### src/rtl/alu_pipe.sv
// Pipelined ALU: one-entry operand stage S1 feeding a two-entry in-order result
// buffer with valid/ready handshakes on both sides and a consumed-result counter.
module alu_pipe #(
  parameter int WIDTH = 64
) (
  input  logic             CLK,
  input  logic             Resetb,
  input  logic             InValid,
  output logic             InReady,
  input  logic [WIDTH-1:0] BusA,
  input  logic [WIDTH-1:0] BusB,
  input  logic [3:0]       ALUCtrl,
  output logic             OutValid,
  input  logic             OutReady,
  output logic [WIDTH-1:0] BusW,
  output logic             Zero,
  output logic             Illegal,
  output logic [15:0]      OpCount
);

  localparam int EW = WIDTH + 2;
  typedef logic [EW-1:0] entry_t;

  // Packs {zero, illegal, result}; undefined codes yield a zero result flagged illegal.
  function automatic entry_t alu_eval(input logic [3:0] ctrl,
                                      input logic [WIDTH-1:0] a,
                                      input logic [WIDTH-1:0] b);
    logic [WIDTH-1:0] r;
    logic             ill;
    r   = '0;
    ill = 1'b0;
    case (ctrl)
      4'd0:    r = a & b;
      4'd1:    r = a | b;
      4'd2:    r = a + b;
      4'd6:    r = a - b;
      4'd7:    r = b;
      default: begin
        r   = '0;
        ill = 1'b1;
      end
    endcase
    return {(r == '0), ill, r};
  endfunction

  logic             s1_valid_q, s1_valid_d;
  logic [WIDTH-1:0] s1_a_q, s1_a_d;
  logic [WIDTH-1:0] s1_b_q, s1_b_d;
  logic [3:0]       s1_ctrl_q, s1_ctrl_d;
  entry_t           buf_q [0:1];
  entry_t           buf_d [0:1];
  logic             wr_ptr_q, wr_ptr_d;
  logic             rd_ptr_q, rd_ptr_d;
  logic [1:0]       count_q, count_d;
  logic             out_valid_q, out_valid_d;
  logic [WIDTH-1:0] bus_w_q, bus_w_d;
  logic             zero_q, zero_d;
  logic             illegal_q, illegal_d;
  logic [15:0]      op_count_q, op_count_d;

  logic             pop_s;
  logic             push_s;
  logic             full_s;
  logic             accept_s;
  entry_t           s1_result_s;
  entry_t           head_s;

  // Handshake decode; InReady is forced low while reset is held.
  always_comb begin
    pop_s       = out_valid_q & OutReady;
    full_s      = (count_q == 2'd2);
    push_s      = s1_valid_q & (~full_s | pop_s);
    InReady     = Resetb & (~s1_valid_q | ~full_s | pop_s);
    accept_s    = InValid & InReady;
    s1_result_s = alu_eval(s1_ctrl_q, s1_a_q, s1_b_q);
  end

  // Operand stage: load on accept, empty once its result moves to the buffer.
  always_comb begin
    s1_valid_d = s1_valid_q;
    s1_a_d     = s1_a_q;
    s1_b_d     = s1_b_q;
    s1_ctrl_d  = s1_ctrl_q;
    if (accept_s) begin
      s1_valid_d = 1'b1;
      s1_a_d     = BusA;
      s1_b_d     = BusB;
      s1_ctrl_d  = ALUCtrl;
    end else if (push_s) begin
      s1_valid_d = 1'b0;
    end else begin
      s1_valid_d = s1_valid_q;
    end
  end

  // Result buffer bookkeeping; the output registers track the post-edge head
  // and keep their last value once the buffer drains.
  always_comb begin
    buf_d[0] = buf_q[0];
    buf_d[1] = buf_q[1];
    wr_ptr_d = wr_ptr_q;
    rd_ptr_d = rd_ptr_q;
    count_d  = count_q;
    if (push_s) begin
      buf_d[wr_ptr_q] = s1_result_s;
      wr_ptr_d        = ~wr_ptr_q;
    end else begin
      wr_ptr_d = wr_ptr_q;
    end
    if (pop_s) begin
      rd_ptr_d = ~rd_ptr_q;
    end else begin
      rd_ptr_d = rd_ptr_q;
    end
    case ({push_s, pop_s})
      2'b10:   count_d = count_q + 2'd1;
      2'b01:   count_d = count_q - 2'd1;
      default: count_d = count_q;
    endcase
    head_s      = buf_d[rd_ptr_d];
    out_valid_d = (count_d != 2'd0);
    if (count_d != 2'd0) begin
      bus_w_d   = head_s[WIDTH-1:0];
      illegal_d = head_s[WIDTH];
      zero_d    = head_s[WIDTH+1];
    end else begin
      bus_w_d   = bus_w_q;
      illegal_d = illegal_q;
      zero_d    = zero_q;
    end
    if (pop_s) begin
      op_count_d = op_count_q + 16'd1;
    end else begin
      op_count_d = op_count_q;
    end
  end

  // State registers with asynchronous clear.
  always_ff @(posedge CLK or negedge Resetb) begin
    if (!Resetb) begin
      s1_valid_q  <= 1'b0;
      s1_a_q      <= '0;
      s1_b_q      <= '0;
      s1_ctrl_q   <= 4'd0;
      buf_q[0]    <= '0;
      buf_q[1]    <= '0;
      wr_ptr_q    <= 1'b0;
      rd_ptr_q    <= 1'b0;
      count_q     <= 2'd0;
      out_valid_q <= 1'b0;
      bus_w_q     <= '0;
      zero_q      <= 1'b0;
      illegal_q   <= 1'b0;
      op_count_q  <= 16'd0;
    end else begin
      s1_valid_q  <= s1_valid_d;
      s1_a_q      <= s1_a_d;
      s1_b_q      <= s1_b_d;
      s1_ctrl_q   <= s1_ctrl_d;
      buf_q[0]    <= buf_d[0];
      buf_q[1]    <= buf_d[1];
      wr_ptr_q    <= wr_ptr_d;
      rd_ptr_q    <= rd_ptr_d;
      count_q     <= count_d;
      out_valid_q <= out_valid_d;
      bus_w_q     <= bus_w_d;
      zero_q      <= zero_d;
      illegal_q   <= illegal_d;
      op_count_q  <= op_count_d;
    end
  end

  assign OutValid = out_valid_q;
  assign BusW     = bus_w_q;
  assign Zero     = zero_q;
  assign Illegal  = illegal_q;
  assign OpCount  = op_count_q;

endmodule

### config.mk
export PLATFORM = sky130hd
export DESIGN_NAME = alu_pipe
export DESIGN_NICKNAME = d
export VERILOG_FILES = /design/src/rtl/alu_pipe.sv
export SDC_FILE = /design/constraint.sdc
export NUM_CORES = 1
export LEC_CHECK = 0
export CORE_MARGIN = 2
export CORE_UTILIZATION = 63
export CTS_CLUSTER_DIAMETER = 100
export DETAILED_ROUTE_END_ITERATION = 8
export PLACE_DENSITY_LB_ADDON = 0.05
export SKIP_LAST_GASP = 1
export SLEW_MARGIN = 20
export SYNTH_ARGS = -nofsm -noshare
export SYNTH_HDL_FRONTEND = slang
export SYNTH_SLANG_ARGS = --single-unit
### constraint.sdc
create_clock -name CLK -period 12.95 [get_ports CLK]
set_input_delay 2.59 -clock CLK [delete_from_list [all_inputs] [get_ports CLK]]
set_output_delay 2.59 -clock CLK [all_outputs]
set_load 0.01 [all_outputs]
Word level (Yosys, flattened, before mapping)
Index checks and enable logic that the tools add are counted.

Register bits: 352. Word-level logic and storage cells: 63.

Add/sub/neg operators: 5. $lt $le $gt $ge: 3. Equal/unequal tests: 7. Multiplexer cells: 13. Bitwise gates (word level): 15. Reductions and logical operators: 6.

Operator list (count): case mux 64 bit (5 select lines) (1); 2-to-1 mux 66 bit (4); bitwise mux 132 bit (1); 2-to-1 mux 132 bit (1); demux 66 bit (select 1 bit) (1); adder 64 bit (1); bitwise AND 64 bit (1); logical NOT 64 bit (1); OR 64 bit (1); subtractor 64 bit (1); adder 16 x 1 -> 16 bit (second input constant) (1); equality test 4 x 3 -> 1 bit (second input constant) (2); OR reduction 5 bit (1); bitwise AND 1 bit (4); equality test 2 bit (second input constant) (2); equality test 4 x 1 -> 1 bit (second input constant) (1); equality test 4 x 2 -> 1 bit (second input constant) (1); >= comparator 2 bit (second input constant) (2); logical NOT 4 bit (1); 2-to-1 mux 1 bit (4); NOT 1 bit (4); NOT 1 -> 2 bit (2); case mux 2 bit (2 select lines) (1); nonzero test 2 bit (2); other kinds (6) (8).

Depth between registers and ports, before layout
Depth after elaboration: 10. Gate-level depth with buffers: 28. Mapped depth without buffers: 24.

Worst setup path after synthesis
No wires, ideal clock.

Path type: register -> register. From: reg s1_ctrl_q[1]. To: reg zero_q (netlist: Zero). Setup time: 67 ps. Arrival: 6201 ps. Data required time: 12883 ps. Setup slack: 6682 ps. Stages on the path, launching flop included: 29. Period minus slack after synthesis: 6268 ps. Cells stage by stage: dfrtp_1 -> buf_2 -> nor2b_1 -> nor2b_1 -> clkbuf_1 -> clkbuf_1 -> clkbuf_1 -> clkbuf_8 -> clkbuf_8 -> and2_1 -> clkbuf_1 -> clkbuf_1 -> a31oi_1 -> xnor2_1 -> ha_1 -> buf_2 -> nand4_2 -> or4_4 -> or3b_1 -> a311oi_2 -> or4_1 -> and3_1 -> and4_1 -> nand2_1 -> or4_4 -> nor4_4 -> nand4_2 -> o211ai_1 -> o221a_1.

Word-level cells in the longest chain between the ends: 8. Elaborated cells between the ends (all ways): 12.

Ends and longest elaborated chain: start, declared (line 49) `logic [3:0] s1_ctrl_q, s1_ctrl_d;`; start signal, assigned (line 159) `s1_ctrl_q <= s1_ctrl_d;`; equality test 4 x 3 -> 1 bit, or another cell as far along (line 32) `case (ctrl)`; case mux 64 bit (5 select lines) * (line 32); logical NOT 64 bit * (line 43) `return {(r == '0), ill, r};`; bitwise mux 132 bit * (line 105) `buf_d[wr_ptr_q] = s1_result_s;`; 2-to-1 mux 132 bit * (line 104) `if (push_s) begin`; 2-to-1 mux 66 bit (not written as such) * (3 in series) (line 120) `head_s = buf_d[rd_ptr_d];`; end signal, assigned (line 167) `zero_q <= zero_d;`; end, declared (line 57) `logic zero_q, zero_d;`.

Every way passes the cells marked *; elsewhere a longest branch is shown, timed or not. The select of a mux whose other input is x is not followed. A chain may end at the register's enable or synchronous reset.

==> flow_summary_export.csv <==
group,metric,value,unit
sta,final-setup-viol-count,0,
sta,fin_tns_setup,0,ns
routing,drtIter0Drc,2151,
global_route,gr-total-overflow,0,
setup_path,crit_slowest_cell,"or3_2",
logic_synthesis,syn_area_per_cell,9.31,µm²
place,place_congestion,1.01,
setup_path,start_kind,"flop",
clocking,cts_resized,0,
logic_synthesis,synth-simple-area-share,15.8,%
floorplanning,dieArea,36100,µm²
clocking,clock-root-buffer,"clkbuf_16",
floorplanning,start_util,63.6,%
routing,vias,19900,
logic_synthesis,netlist_instances,2344,
clocking,cts_tree,"yes",
final_layout,diodes,0,
logic_synthesis,muxShareOfSynthArea,12.5,%
routing,routed_wl,72.0,mm
sta,skew,0.0416,ns
clocking,cts_hold_buf,0,
final_layout,final_common_cell,"dfrtp_1",
sta,setup_slack,5.63,ns
place,port_buffers,219,
sta,slew_headroom,27.5,%
floorplanning,die_y,190,µm
routing,wl_per_cell,24.4,µm
final_layout,areaGrowthSynthToFinish,16.0,%
global_route,grt_pass1_wl,110,mm
logic_synthesis,ys_warn_count,0,
global_route,grt_antenna_before_repair,0,
routing,vias_per_cell,6.73,
logic_synthesis,synth_seq_area_share,40.4,%
logic_synthesis,yosysUniqueCellTypes,104,
logic_synthesis,synth_fa_ha_area_share,5.05,%
floorplanning,boundaryPins,220,
sta,rsz0062_at_grt,"false",
routing,antenna_left,0,
logic_synthesis,synth_ff_type,"dfrtp_1",
job,max_cap_viol_count,0,
clocking,tritoncts.num_buffers,36,
clocking,clk_pin_slew,0.07,ns
floorplanning,rows,68,
setup_path,cp.arrival,7.81,ns
place,hpwlAfterDp,51.4,mm
power,ir_drop,373,µV
clocking,htreeDepth,2,
power,p_leak,10.6,nW
sta,final_hold_viol_count,0,
setup_path,cp-startpoint,"s1_b_q[0]",
final_layout,final_cell_mix,"dfrtp_1 (352), nand2_1 (307), a21oi_1 (230)",
logic_synthesis,synth_xor_area_share,4.30,%
logic_synthesis,synth-compound-area-share,18.0,%
routing,drc,0,
sta,max_freq,137,MHz
setup_path,worstPathRequired,13.44,ns
clocking,clk_latency,0.58,ns
setup_path,worstPathCellList,"or3_2 > nor3_2 > and3b_1 > nand2_2 > or3_1 > or2_1 > or3_2 > o41ai_1 > xor2_1 > ha_1 > a21oi_1 > or3b_2 > a21oi_1 > o32ai_1 > a311o_1 > nand4b_1 > or4_4 > nor4_4 > nand4_2 > o21ai_2 > o221a_1",
setup_path,r2r_start,"s1_b_q[0]",
status,outcome,"complete, no violations",
clocking,cts.path.max_buffers,3,
final_layout,drive_above_1_share,14.3,%
sta,period_share,56.6,%
worst_hold_path,hold_path_class,"flop to flop",
setup_path,crit_type,"flop to flop",
global_route,grt.total_usage,39.6,%
setup_path,worst-path-max-fanout,7,
floorplanning,die_w,190,µm
logic_synthesis,synth_edf_count,0,
place,place_ws,5.86,ns
floorplanning,core,34300,µm²
global_route,grt_max_degree,128,
setup_path,endpoint_kind,"flop",
logic_synthesis,syn-num-nets,2549,
sta,period_minus_slack,7.32,ns
worst_hold_path,min-delay-start,"buf_q[60]",
setup_path,critical-path-max-stage-delay,0.56,ns
logic_synthesis,synth_top_family_by_area,"compound AO/OA/AOI/OAI gates",
power,pwr_density_cell,233,nW/µm²
global_route,grt_pass1_vias,19200,
clocking,cts.sinks,352,
routing,first_pass_iters,7,
sta,slew_violations,0,
logic_synthesis,syn_area,21800,µm²
logic_synthesis,synthArstFlopShare,100,%
clocking,cts_setup_buffers,0,
final_layout,final_net_count,2676,
sta,tightest_slew,1.09,ns
logic_synthesis,ys_seq_elements,352,
==> worst max-delay path, delay by kind of cell, from the launching register on <==
family	cells	cell delay (ns)
adder cells (fa/ha/maj)	1	0.41
AND/OR/NAND/NOR	12	4.32
AO/OA/AOI/OAI	7	1.91
XOR/XNOR	1	0.13
flip-flops	1	0.44
==> stage by stage <==
step	cells	hold WS, ns	power, mW	area, µm²	utilization (%)
2_1_floorplan	2344	0.436	3.72	21800	-
3_3_place_gp	2887	0.450	4.53	24000	70.1
3_5_place_dp	2887	0.463	4.63	24000	70.1
4_1_cts	2953	0.479	5.79	25300	73.7
5_1_grt	2954	0.495	6.20	25300	73.8
6_report	2954	0.480	5.90	25300	73.8
==> sequential cells by signal (all words and copies together) (netlist names) <==
signal,cells
buf_q,132
BusW,64
s1_a_q,64
s1_b_q,64
OpCount,16
s1_ctrl_q,4
count_q,2
Illegal,1
OutValid,1
Zero,1
rd_ptr_q,1
s1_valid_q,1
wr_ptr_q,1
==> report_power, final <==
group	switching, mW	internal, mW	leakage, nW
sequential	0.271	1.45	4.46
combinational	1.88	1.19	5.57
clock	0.461	0.640	0.614
==> routing by layer <==
| layer | vias to the layer above | share of wire, % | GRT usage (%) |
|---|---|---|---|
| met5 | - | 0 | 0 |
| met4 | 0 | 3.4 | 14.3 |
| met3 | 192 | 10 | 7.69 |
| met2 | 1204 | 46 | 62.5 |
| met1 | 9736 | 41 | 54.6 |
| li1 | 8735 | - | - |
==> cell type report <==
class	instances	area (µm²)
multi-input combinational	1814	12200
fill	2276	8980
sequential	352	8810
timing repair buffer	239	2370
clock buffer	48	1020
tap	455	569
clock inverter	18	229
inverter	28	105
==> cells by family (layout without fill, tap and decap cells) <==
family | count (synthesis) | count (layout)
AOI/OAI and AO/OA | 654 | 654
adders and majority gates | 92 | 92
and+or+nand+nor | 715 | 715
xor gates and xnor gates | 107 | 107
muxes | 246 | 246
DFF | 352 | 352
buffers and inverters | 178 | 333
==> cell usage after synthesis, types with 6 or more instances <==
library cell / n / share of area (%)
o31ai_1: 15 / 0.52
a311oi_1: 6 / 0.24
a22oi_1: 26 / 0.89
buf_6: 10 / 0.52
ha_1: 68 / 3.9
buf_2: 30 / 0.69
and2_1: 9 / 0.26
buf_1: 17 / 0.29
o21a_1: 19 / 0.65
mux2i_1: 30 / 1.4
or2_2: 9 / 0.26
a21o_1: 14 / 0.48
dfrtp_1: 352 / 40
clkbuf_8: 6 / 0.38
o211ai_1: 10 / 0.34
nand2_1: 308 / 5.3
and4_1: 8 / 0.32
nor2_1: 133 / 2.3
nor3_1: 40 / 0.92
a21boi_0: 9 / 0.31
a21oi_1: 230 / 5.3
nand4_1: 47 / 1.3
or3_1: 24 / 0.69
a31o_2: 6 / 0.24
xor2_1: 52 / 2.1
clkbuf_1: 82 / 1.4
o32ai_1: 6 / 0.24
maj3_1: 23 / 1.1
o21ai_1: 9 / 0.21
xnor2_1: 55 / 2.2
nand2b_1: 15 / 0.43
nor2b_1: 8 / 0.23
and3_1: 19 / 0.54
nor4_1: 15 / 0.43
mux2_2: 216 / 11
nand3_1: 35 / 0.80
inv_1: 28 / 0.48
a31oi_1: 28 / 0.80
o21ai_0: 207 / 4.7
a211oi_1: 7 / 0.24
==> worst paths after layout <==
check,endpoint,slack [ns],cells past startpoint
max,Zero,5.63,21
max reg2reg,Zero,5.63,21
min reg2reg,buf_q[60],0.48,2
min,buf_q[60],0.48,2
min in group asynchronous,s1_b_q[54],2.00,1
max in group asynchronous,s1_a_q[10],8.75,3
(Power assumes the default switching activity.)
